<file path="src/rtl/lif_tdm_scheduler.sv">
// lif_tdm_scheduler: one shared leaky-integrate-fire datapath, time-multiplexed
// over N_NEURONS virtual neurons. A prescaler produces the neuron time step;
// each tick snapshots the stimulus and walks every neuron once through leak,
// integrate, threshold, reset and refractory handling.
// Optional feature macro: LIF_SPIKE_COUNT_EN (per-neuron 8-bit saturating
// spike counters readable on spike_cnt; tied to 0 when undefined).
module lif_tdm_scheduler #(
    parameter int                 N_NEURONS     = 4,
    parameter int                 V_WIDTH       = 8,
    parameter logic [V_WIDTH-1:0] THRESHOLD     = 8'd200,
    parameter int                 LEAK_SHIFT    = 3,
    parameter int                 REFRACT_TICKS = 2,
    parameter logic [23:0]        TICK_DIV      = 24'd10_000_000
) (
    input  logic                 clk,
    input  logic                 rst,
    input  logic                 en,
    input  logic [N_NEURONS-1:0] stim,
    input  logic [7:0]           weight,
    input  logic [2:0]           v_sel,
    output logic [N_NEURONS-1:0] spike_out,
    output logic [V_WIDTH-1:0]   v_mon,
    output logic [7:0]           spike_cnt,
    output logic                 busy,
    output logic                 tick,
    output logic                 overrun
);

    localparam int IDX_W = (N_NEURONS > 1) ? $clog2(N_NEURONS) : 1;

    typedef enum logic [1:0] {IDLE, SAMPLE, UPDATE, COMMIT} state_t;

    state_t                 state_q, state_d;
    logic [23:0]            pre_q, pre_d;
    logic [IDX_W-1:0]       idx_q;
    logic [N_NEURONS-1:0]   stim_snap_q;
    logic [7:0]             w_snap_q;
    logic [N_NEURONS-1:0]   spike_next_q;
    logic [N_NEURONS-1:0]   spike_out_q;
    logic                   overrun_q;
    logic [V_WIDTH-1:0]     v_q       [N_NEURONS];
    logic [2:0]             refract_q [N_NEURONS];

    logic                   last_idx;
    logic [V_WIDTH-1:0]     v_cur, v_leak, v_vl, v_vs;
    logic [V_WIDTH:0]       v_sum;
    logic [2:0]             refr_cur;
    logic                   fire;

    // Prescaler next count and tick pulse; en=0 freezes the count.
    always_comb begin
        // NOTE: every comb output gets a default first so no latch is inferred.
        pre_d = pre_q;
        tick  = 1'b0;
        if (en) begin
            if (pre_q == TICK_DIV - 24'd1) begin
                pre_d = '0;
                tick  = 1'b1;
            end else begin
                pre_d = pre_q + 24'd1;
            end
        end
    end

    // Prescaler register.
    always_ff @(posedge clk or posedge rst) begin
        // NOTE: non-blocking assignments so all flops update from pre-edge values.
        if (rst) pre_q <= '0;
        else     pre_q <= pre_d;
    end

    // FSM state register.
    always_ff @(posedge clk or posedge rst) begin
        if (rst) state_q <= IDLE;
        else     state_q <= state_d;
    end

    assign last_idx = (idx_q == IDX_W'(N_NEURONS - 1));

    // FSM next-state: IDLE -> SAMPLE -> UPDATE (N cycles) -> COMMIT -> IDLE.
    always_comb begin
        state_d = state_q;
        unique case (state_q)
            IDLE:    if (tick) state_d = SAMPLE;
            SAMPLE:  state_d = UPDATE;
            UPDATE:  if (last_idx) state_d = COMMIT;
            COMMIT:  state_d = IDLE;
            default: state_d = IDLE;
        endcase
    end

    // FSM outputs: busy for the whole pass.
    always_comb begin
        busy = (state_q != IDLE);
    end

    // Shared LIF datapath for the neuron selected by idx_q.
    always_comb begin
        v_cur    = v_q[idx_q];
        refr_cur = refract_q[idx_q];
        v_leak   = v_cur >> LEAK_SHIFT;
        v_vl     = v_cur - v_leak;
        v_sum    = {1'b0, v_vl} + (stim_snap_q[idx_q] ? (V_WIDTH+1)'(w_snap_q) : '0);
        v_vs     = v_sum[V_WIDTH] ? '1 : v_sum[V_WIDTH-1:0];
        fire     = (v_vs >= THRESHOLD);
    end

    // Pass sequencing: snapshot, per-neuron update, commit of the spike vector.
    always_ff @(posedge clk or posedge rst) begin
        if (rst) begin
            idx_q        <= '0;
            stim_snap_q  <= '0;
            w_snap_q     <= '0;
            spike_next_q <= '0;
            spike_out_q  <= '0;
            // NOTE: neuron state arrays are plain flops with async reset, so a
            // reset mid-pass leaves every neuron clean; they must not map to RAM.
            for (int i = 0; i < N_NEURONS; i++) begin
                v_q[i]       <= '0;
                refract_q[i] <= '0;
            end
        end else begin
            unique case (state_q)
                SAMPLE: begin
                    stim_snap_q  <= stim;
                    w_snap_q     <= weight;
                    idx_q        <= '0;
                    spike_next_q <= '0;
                end
                UPDATE: begin
                    if (refr_cur != 3'd0) begin
                        refract_q[idx_q] <= refr_cur - 3'd1;
                        v_q[idx_q]       <= '0;
                    end else if (fire) begin
                        spike_next_q[idx_q] <= 1'b1;
                        v_q[idx_q]          <= '0;
                        refract_q[idx_q]    <= 3'(REFRACT_TICKS);
                    end else begin
                        v_q[idx_q] <= v_vs;
                    end
                    if (!last_idx) idx_q <= idx_q + 1'b1;
                end
                COMMIT:  spike_out_q <= spike_next_q;
                default: ;
            endcase
        end
    end

    // Sticky overrun: a tick that lands while a pass is running is dropped.
    always_ff @(posedge clk or posedge rst) begin
        if (rst)                         overrun_q <= 1'b0;
        else if (tick && state_q != IDLE) overrun_q <= 1'b1;
    end

    assign spike_out = spike_out_q;
    assign overrun   = overrun_q;

    // Monitor read of the selected neuron potential; out-of-range reads 0.
    always_comb begin
        v_mon = '0;
        for (int i = 0; i < N_NEURONS; i++) begin
            if (v_sel == 3'(i)) v_mon = v_q[i];
        end
    end

`ifdef LIF_SPIKE_COUNT_EN
    logic [7:0] cnt_q [N_NEURONS];

    // Per-neuron saturating spike counters, bumped when a pass commits.
    always_ff @(posedge clk or posedge rst) begin
        if (rst) begin
            for (int i = 0; i < N_NEURONS; i++) cnt_q[i] <= '0;
        end else if (state_q == COMMIT) begin
            for (int i = 0; i < N_NEURONS; i++) begin
                if (spike_next_q[i] && cnt_q[i] != 8'hFF) cnt_q[i] <= cnt_q[i] + 8'd1;
            end
        end
    end

    // Monitor read of the selected neuron spike count.
    always_comb begin
        spike_cnt = '0;
        for (int i = 0; i < N_NEURONS; i++) begin
            if (v_sel == 3'(i)) spike_cnt = cnt_q[i];
        end
    end
`else
    assign spike_cnt = '0;
`endif

endmodule
</file>
<file path="config.mk">
export PLATFORM = sky130hd
export DESIGN_NAME = lif_tdm_scheduler
export DESIGN_NICKNAME = d
export VERILOG_FILES = /design/src/rtl/lif_tdm_scheduler.sv
export SDC_FILE = /design/constraint.sdc
export NUM_CORES = 1
export LEC_CHECK = 0
export BUFFER_PORTS_ARGS = -buffer_cell sky130_fd_sc_hd__buf_2
export CAP_MARGIN = 5
export CORE_MARGIN = 8
export CORE_UTILIZATION = 35
export CTS_CLUSTER_DIAMETER = 150
export DETAILED_ROUTE_END_ITERATION = 10
export GPL_TIMING_DRIVEN = 0
export PLACE_DENSITY = 0.58
export SETUP_SLACK_MARGIN = 0.15
export SLEW_MARGIN = 20
export SYNTH_ARGS = -nofsm -noshare
export SYNTH_HDL_FRONTEND = slang
export SYNTH_SLANG_ARGS = --single-unit
export TNS_END_PERCENT = 10
</file>
<file path="constraint.sdc">
create_clock -name clk -period 7.1 [get_ports clk]
set_input_delay 0 -clock clk [delete_from_list [all_inputs] [get_ports clk]]
set_output_delay 0 -clock clk [all_outputs]
set_load 0.05 [all_outputs]
</file>
# After elaboration in Yosys (flattened, before gate mapping)
# Index checks and enable logic that the tools add are counted.
dict set report classes {
  eq_ne 13
  n_lt_le_gt_ge 5
  reduce_logical 13
  n_mux 37
  add_sub_neg 5
  n_bitwise 7
}
# op count
set ops {}
lappend ops {{two-way mux 8 bit} 9}
lappend ops {{two-way mux 32 bit} 2}
lappend ops {{AND 32 bit} 1}
lappend ops {{bitwise mux 32 bit} 1}
lappend ops {{NOT 32 bit} 1}
lappend ops {{adder 24 x 1 -> 24 bit, second input constant} 1}
lappend ops {{equality test 24 bit, second input constant} 1}
lappend ops {{two-way mux 12 bit} 2}
lappend ops {{two-way mux 24 bit} 1}
lappend ops {{binary-select mux 8 bit (select 2 bit)} 1}
lappend ops {{demux 8 bit (select 2 bit)} 1}
lappend ops {{bitwise mux 12 bit} 1}
lappend ops {{!= test 2 bit, second input constant} 5}
lappend ops {{adder 8 x 8 -> 9 bit} 1}
lappend ops {{two-way mux 3 bit} 3}
lappend ops {{AND 8 bit} 1}
lappend ops {{greater-or-equal comparator 8 bit, second input constant} 1}
lappend ops {{two-way mux 4 bit} 2}
lappend ops {{NOT 8 bit} 1}
lappend ops {{bitwise OR 4 bit} 2}
lappend ops {{case mux 2 bit (4 select lines)} 1}
lappend ops {{case mux 4 bit (2 select lines)} 1}
lappend ops {{subtractor 8 x 5 -> 8 bit} 1}
lappend ops {{binary-select mux 3 bit (select 2 bit)} 1}
lappend ops {{other kinds (24)} 38}
dict set report word_totals {
  in_bits 18
  output_inout_bits 23
  wordCells 96
  ff_bits 93
}

# Depth between registers and ports, before layout
dict set report depth {
  depth_word 11
  ltp_mapped 21
  depth_no_buf 17
}

# Least setup slack after synthesis
# Ideal clock, no wire load.
dict set report synth_timing {
  path_type {reg2reg}
  start {register idx_q[0]}
  end {register v_q[2] (netlist bit)}
  synth_period_minus_slack_ns 4.737
  arrival_time_ns 4.602
  path_slack_ns 2.363
  n_path_buf 4
  required_ns 6.965
  setup_time_ns 0.135
  path_stages_with_launch 20
  cell_sequence {dfrtp_1 buf_6 clkbuf_1 mux4_2 inv_1 ha_1 nor2b_1 o21ai_0 a21boi_0 o21ai_0 nor2b_1 xnor2_1 ha_1 buf_2 and3_1 a311o_1 a31o_2 nor3_1 buf_2 o31ai_1}
}
dict set report synth_between {
  elab_chain_cells 10
  word_cells_on_any_way 25
  classes_between {add/sub: 2; order compare: 3; mux: 15; bitwise: 3; reduce/logical: 2}
}
# item line
set synth_rtl {}
lappend synth_rtl {{start: declaration} 35} ;# logic [IDX_W-1:0] idx_q;
lappend synth_rtl {{start signal: assignment} 141} ;# if (!last_idx) idx_q <= idx_q + 1'b1;
lappend synth_rtl {{NOT 2 -> 3 bit (not written as such)} -}
lappend synth_rtl {{binary-select mux 8 bit (select 2 bit)} 99} ;# v_cur = v_q[idx_q];
lappend synth_rtl {{two-way mux 8 bit (not written as such) (2 in series)} 99}
lappend synth_rtl {{subtractor 8 x 5 -> 8 bit} 102} ;# v_vl = v_cur - v_leak;
lappend synth_rtl {{adder 8 x 8 -> 9 bit} 103} ;# v_sum = {1'b0, v_vl} + (stim_snap_q[idx_q] ? (V_WIDTH+1)'(w_snap_q) : '0);
lappend synth_rtl {{two-way mux 8 bit} 104} ;# v_vs = v_sum[V_WIDTH] ? '1 : v_sum[V_WIDTH-1:0];
lappend synth_rtl {{greater-or-equal comparator 8 bit / bitwise mux 32 bit (equally long branches)} {105, 139}}
lappend synth_rtl {{two-way mux 32 bit} 134} ;# end else if (fire) begin
lappend synth_rtl {{two-way mux 32 bit *} 131} ;# if (refr_cur != 3'd0) begin
lappend synth_rtl {{end signal: indexed assignment} 139} ;# v_q[idx_q] <= v_vs;
lappend synth_rtl {{end: declaration} 41} ;# logic [V_WIDTH-1:0] v_q [N_NEURONS];
# Mark *: on every way between the ends. The rest lies on a longest branch, timed or not. The select of a mux whose other input is x is not followed.
# A chain may end at the register's enable or synchronous reset.

# Final worst setup path
dict set report layout_timing {
  start {register idx_q[0]}
  end {register v_q[26] (netlist bit)}
}
# Same word-level chain as after synthesis.

==> qor.csv <==
stage,metric,value,unit
run_status,run status,completed,
logic_synthesis,YS warnings,0,
power,P_leak,2.963,nW
placed_design,port bufs,29,
logic_synthesis,Post-synth EDFFs,0,
worst_setup_path,CP max-delay cell,clkbuf_1,
min_path,worst hold path class,in -> reg,
logic_synthesis,Post-Synthesis Cell Area,0.005512,mm2
die,Die Y,141.5,um
drt,Routed Antenna Nets,0,
power,sw frac,24.89,%
timing,Pins Over Slew Limit,0,
timing,Final Hold Viols,0,
layout,Area Growth Syn to Fin,15.80,%
clock_tree,clk sinks,93,
worst_setup_path,crit path from,idx_q[0],
grt,pin count of the biggest net entering global routing,59,
power,combinational power share,7.3,%
layout,Final Instance Area,0.006382,mm2
run,# Max-Cap Violations,0,
die,die width,141.5,um
power,Clock power frac,40.7,%
layout,n_diodes,0,
power,power density cells,171.5,mW/mm2
timing,setup_tns,0,ps
grt,first-pass GRT wire length,21310,um
die,area of the core,0.01566,mm2
timing,Slew @ Worst Pin,959.5,ps
worst_setup_path,crit path buf inv count,6,
worst_setup_path,R2R Path End,v_q[26],
worst_setup_path,reg2reg start,idx_q[0],
drt,Avg WL per Cell,16.34,um
logic_synthesis,"Top FF cell, synth",dfrtp_1,
drt,DRT iter0 DRCs,189,
min_path,HP Start,en,
logic_synthesis,syn_area_per_cell,11.23,um2
clock_tree,H-tree levels,3,
worst_setup_path,CP cell instances,"buf_6, clkbuf_1, mux4_2, inv_1, ha_1, nor2b_1, o21ai_0, a21boi_0, o21ai_0, nor2b_1, xnor2_1, ha_1, buf_2, o211ai_1, a21oi_1, or3_1, clkbuf_1, nand2_1, nor3_1, buf_2, o31ai_1",
clock_tree,clock-pin slew on the worst setup and hold paths,70,ps
placed_design,RePlAce Congestion,0.8083,
logic_synthesis,"FF+latch count, synth",93,
timing,RSZ-0062 raised after global routing,false,
drt,DRT Wirelength,12630,um
worst_setup_path,R2R depth,21,
power,P_int,822.4,uW
placed_design,"worst slack, placed",1305,ps
worst_setup_path,critical path depth,21,
clock_tree,post_cts resized,0,
timing,setup ws final,1178,ps
timing,slew margin rel.,36.03,%
power,Worst IR Drop VDD,120.7,uV
logic_synthesis,Post-synth ARST share,100.0,%
timing,f_max,0.1689,GHz
drt,vias per std cell,5.070,
timing,Final setup viols,0,
layout,"most common cell after layout, fill and taps aside",dfrtp_1,
grt,antenna violations before repair,0,
clock_tree,Num CTS Buffers,9,
layout,layout cells sized above 1,24.06,%
placed_design,Placed Area,0.005983,mm2
timing,Post-Route Skew,5.932,ps
clock_tree,worst-skew pair later-pin latency,340,ps
clock_tree,Root Driver,clkbuf_16,
timing,period utilization,83.41,%
worst_setup_path,"Data required, critical path",7310,ps
worst_setup_path,critical path peak fanout,10,
logic_synthesis,post-synthesis sequential area ratio,42.22,%
layout,most frequent cells in the layout,"dfrtp_1, nand2_1, mux2_2",
die,Ports,41,
drt,DRC,0,
layout,final net count,597,
placed_design,HPWL after detailed placement,9433,um
die,die area,0.02002,mm2
power,Reg power frac,52.0,%
power,Switch Pwr,272.5,uW
worst_setup_path,Worst setup EP type,register,
grt,GRT Resource Usage Total,13.33,%
timing,post-layout min period,5922,ps
worst_setup_path,"delay-heaviest family, CP",buffers and inverters,
grt,vias in the first global route,4126,
die,initial core utilization,35.21,%
clock_tree,maximum clock insertion buffer count,2,
clock_tree,setup bufs post-CTS,0,
clock_tree,TritonCTS clock tree,yes,
logic_synthesis,Synth Instances,491,
worst_setup_path,Worst Setup EP,v_q[26],
drt,vias,3919,
worst_setup_path,crit path kind,reg -> reg,
die,FP Rows,46,
grt,grt ovf,0,
worst_setup_path,Worst EP arrival,6130,ps
drt,DRT Pass-1 Iters,4,
worst_setup_path,startpoint types,register,
logic_synthesis,post-synth cell types,58,
clock_tree,Hold Buf Count CTS,13,
worst_setup_path,slowest cell delay on critical path,720,ps
worst_setup_path,R2R setup slack,1180,ps
-- stage by stage --
step	total power, mW	util, %	hold WS, ps	instances
final	1.095	40.77	87.22	773
after global routing	1.147	40.77	138.1	773
after CTS	1.109	40.77	83.04	773
after detailed placement	0.6547	38.22	73.53	744
after global placement	0.6475	38.03	232.2	743
after floorplan	0.6315	-	151.6	498
-- power by group through the flow --
stage	sequential [mW]	combinational (mW)	clock (mW)
2_1_floorplan	0.574	0.0579	0
3_3_place_gp	0.577	0.0709	0
3_5_place_dp	0.578	0.0764	0
4_1_cts	0.568	0.0821	0.459
5_1_grt	0.571	0.0934	0.483
6_report	0.569	0.0801	0.446
-- sequential cells by signal, summed over array words and instances, names as in the netlist --
signal and cells:
v_q 32, overrun 1, idx_q 2, pre_q 24
w_snap_q 8, state_q 2, refract_q 12, spike_next_q 4
spike_out 4, stim_snap_q 4
-- cell type report --
cell class	instances	area, um2
Clock inverter	5	36.28
Sequential cell	93	2327
Clock buffer	11	232.7
Timing Repair Buffer	43	302.8
Fill cell	1522	9273
Buffer	29	157.7
Multi-Input combinational cell	350	2955
Inverter	26	100.1
Tap cell	216	270.3
-- worst register-to-register path, cell delays in order (launching register included) --
cell and delay (ps):
dfrtp_1 400, buf_6 160, clkbuf_1 720, mux4_2 700
inv_1 90, ha_1 220, nor2b_1 130, o21ai_0 210
a21boi_0 160, o21ai_0 250, nor2b_1 190, xnor2_1 90
ha_1 270, buf_2 210, o211ai_1 120, a21oi_1 270
or3_1 160, clkbuf_1 250, nand2_1 120, nor3_1 550
buf_2 390, o31ai_1 140
-- worst min path at each step --
stage / endpoint / slack [ps] / depth (start not counted)
final: pre_q[2] / 90 / 3
after global routing: pre_q[2] / 140 / 3
after CTS: pre_q[2] / 80 / 3
after detailed placement: pre_q[15] / 70 / 2
after global placement: w_snap_q[5] / 230 / 2
after floorplan: stim_snap_q[1] / 150 / 1
-- synth_stat cells (all sizes together) (5+ instances only) --
library cell	instances	share of area, %
o21ai	25	2.3
nand3	9	0.82
o41ai	8	2.4
inv	26	1.8
nand2	44	3.0
ha	25	5.7
o22ai	5	0.57
a21o	5	0.68
nand4	8	0.91
and2	14	1.6
xor2	9	1.4
mux2	38	7.8
mux4	20	8.2
nand2b	5	0.70
nor2b	14	1.6
clkbuf	15	1.0
dfrtp	93	42
a21oi	5	0.45
xnor2	24	3.8
nor2	24	1.6
buf	14	1.8
and3	10	1.1
-- routing by layer --
layer	up-vias	track usage [%]	routed length [um]
li1	1858	-	-
met1	1974	16.17	5528
met2	72	23.10	6448
met3	15	2.957	489
met4	0	4.240	169
met5	-	0	0
-- kinds of logic after synthesis --
logic type | after synthesis | share of synthesized area [%]
compound gates | 78 | 11.40
xor+xnor | 33 | 5.244
fa+ha+maj | 27 | 6.402
buf+inv | 55 | 4.631
flops | 93 | 42.22
mux | 59 | 16.19
other cells | 1 | 0.06804
simple gates | 145 | 13.85
Note: power is estimated with default switching activity, not from simulation.
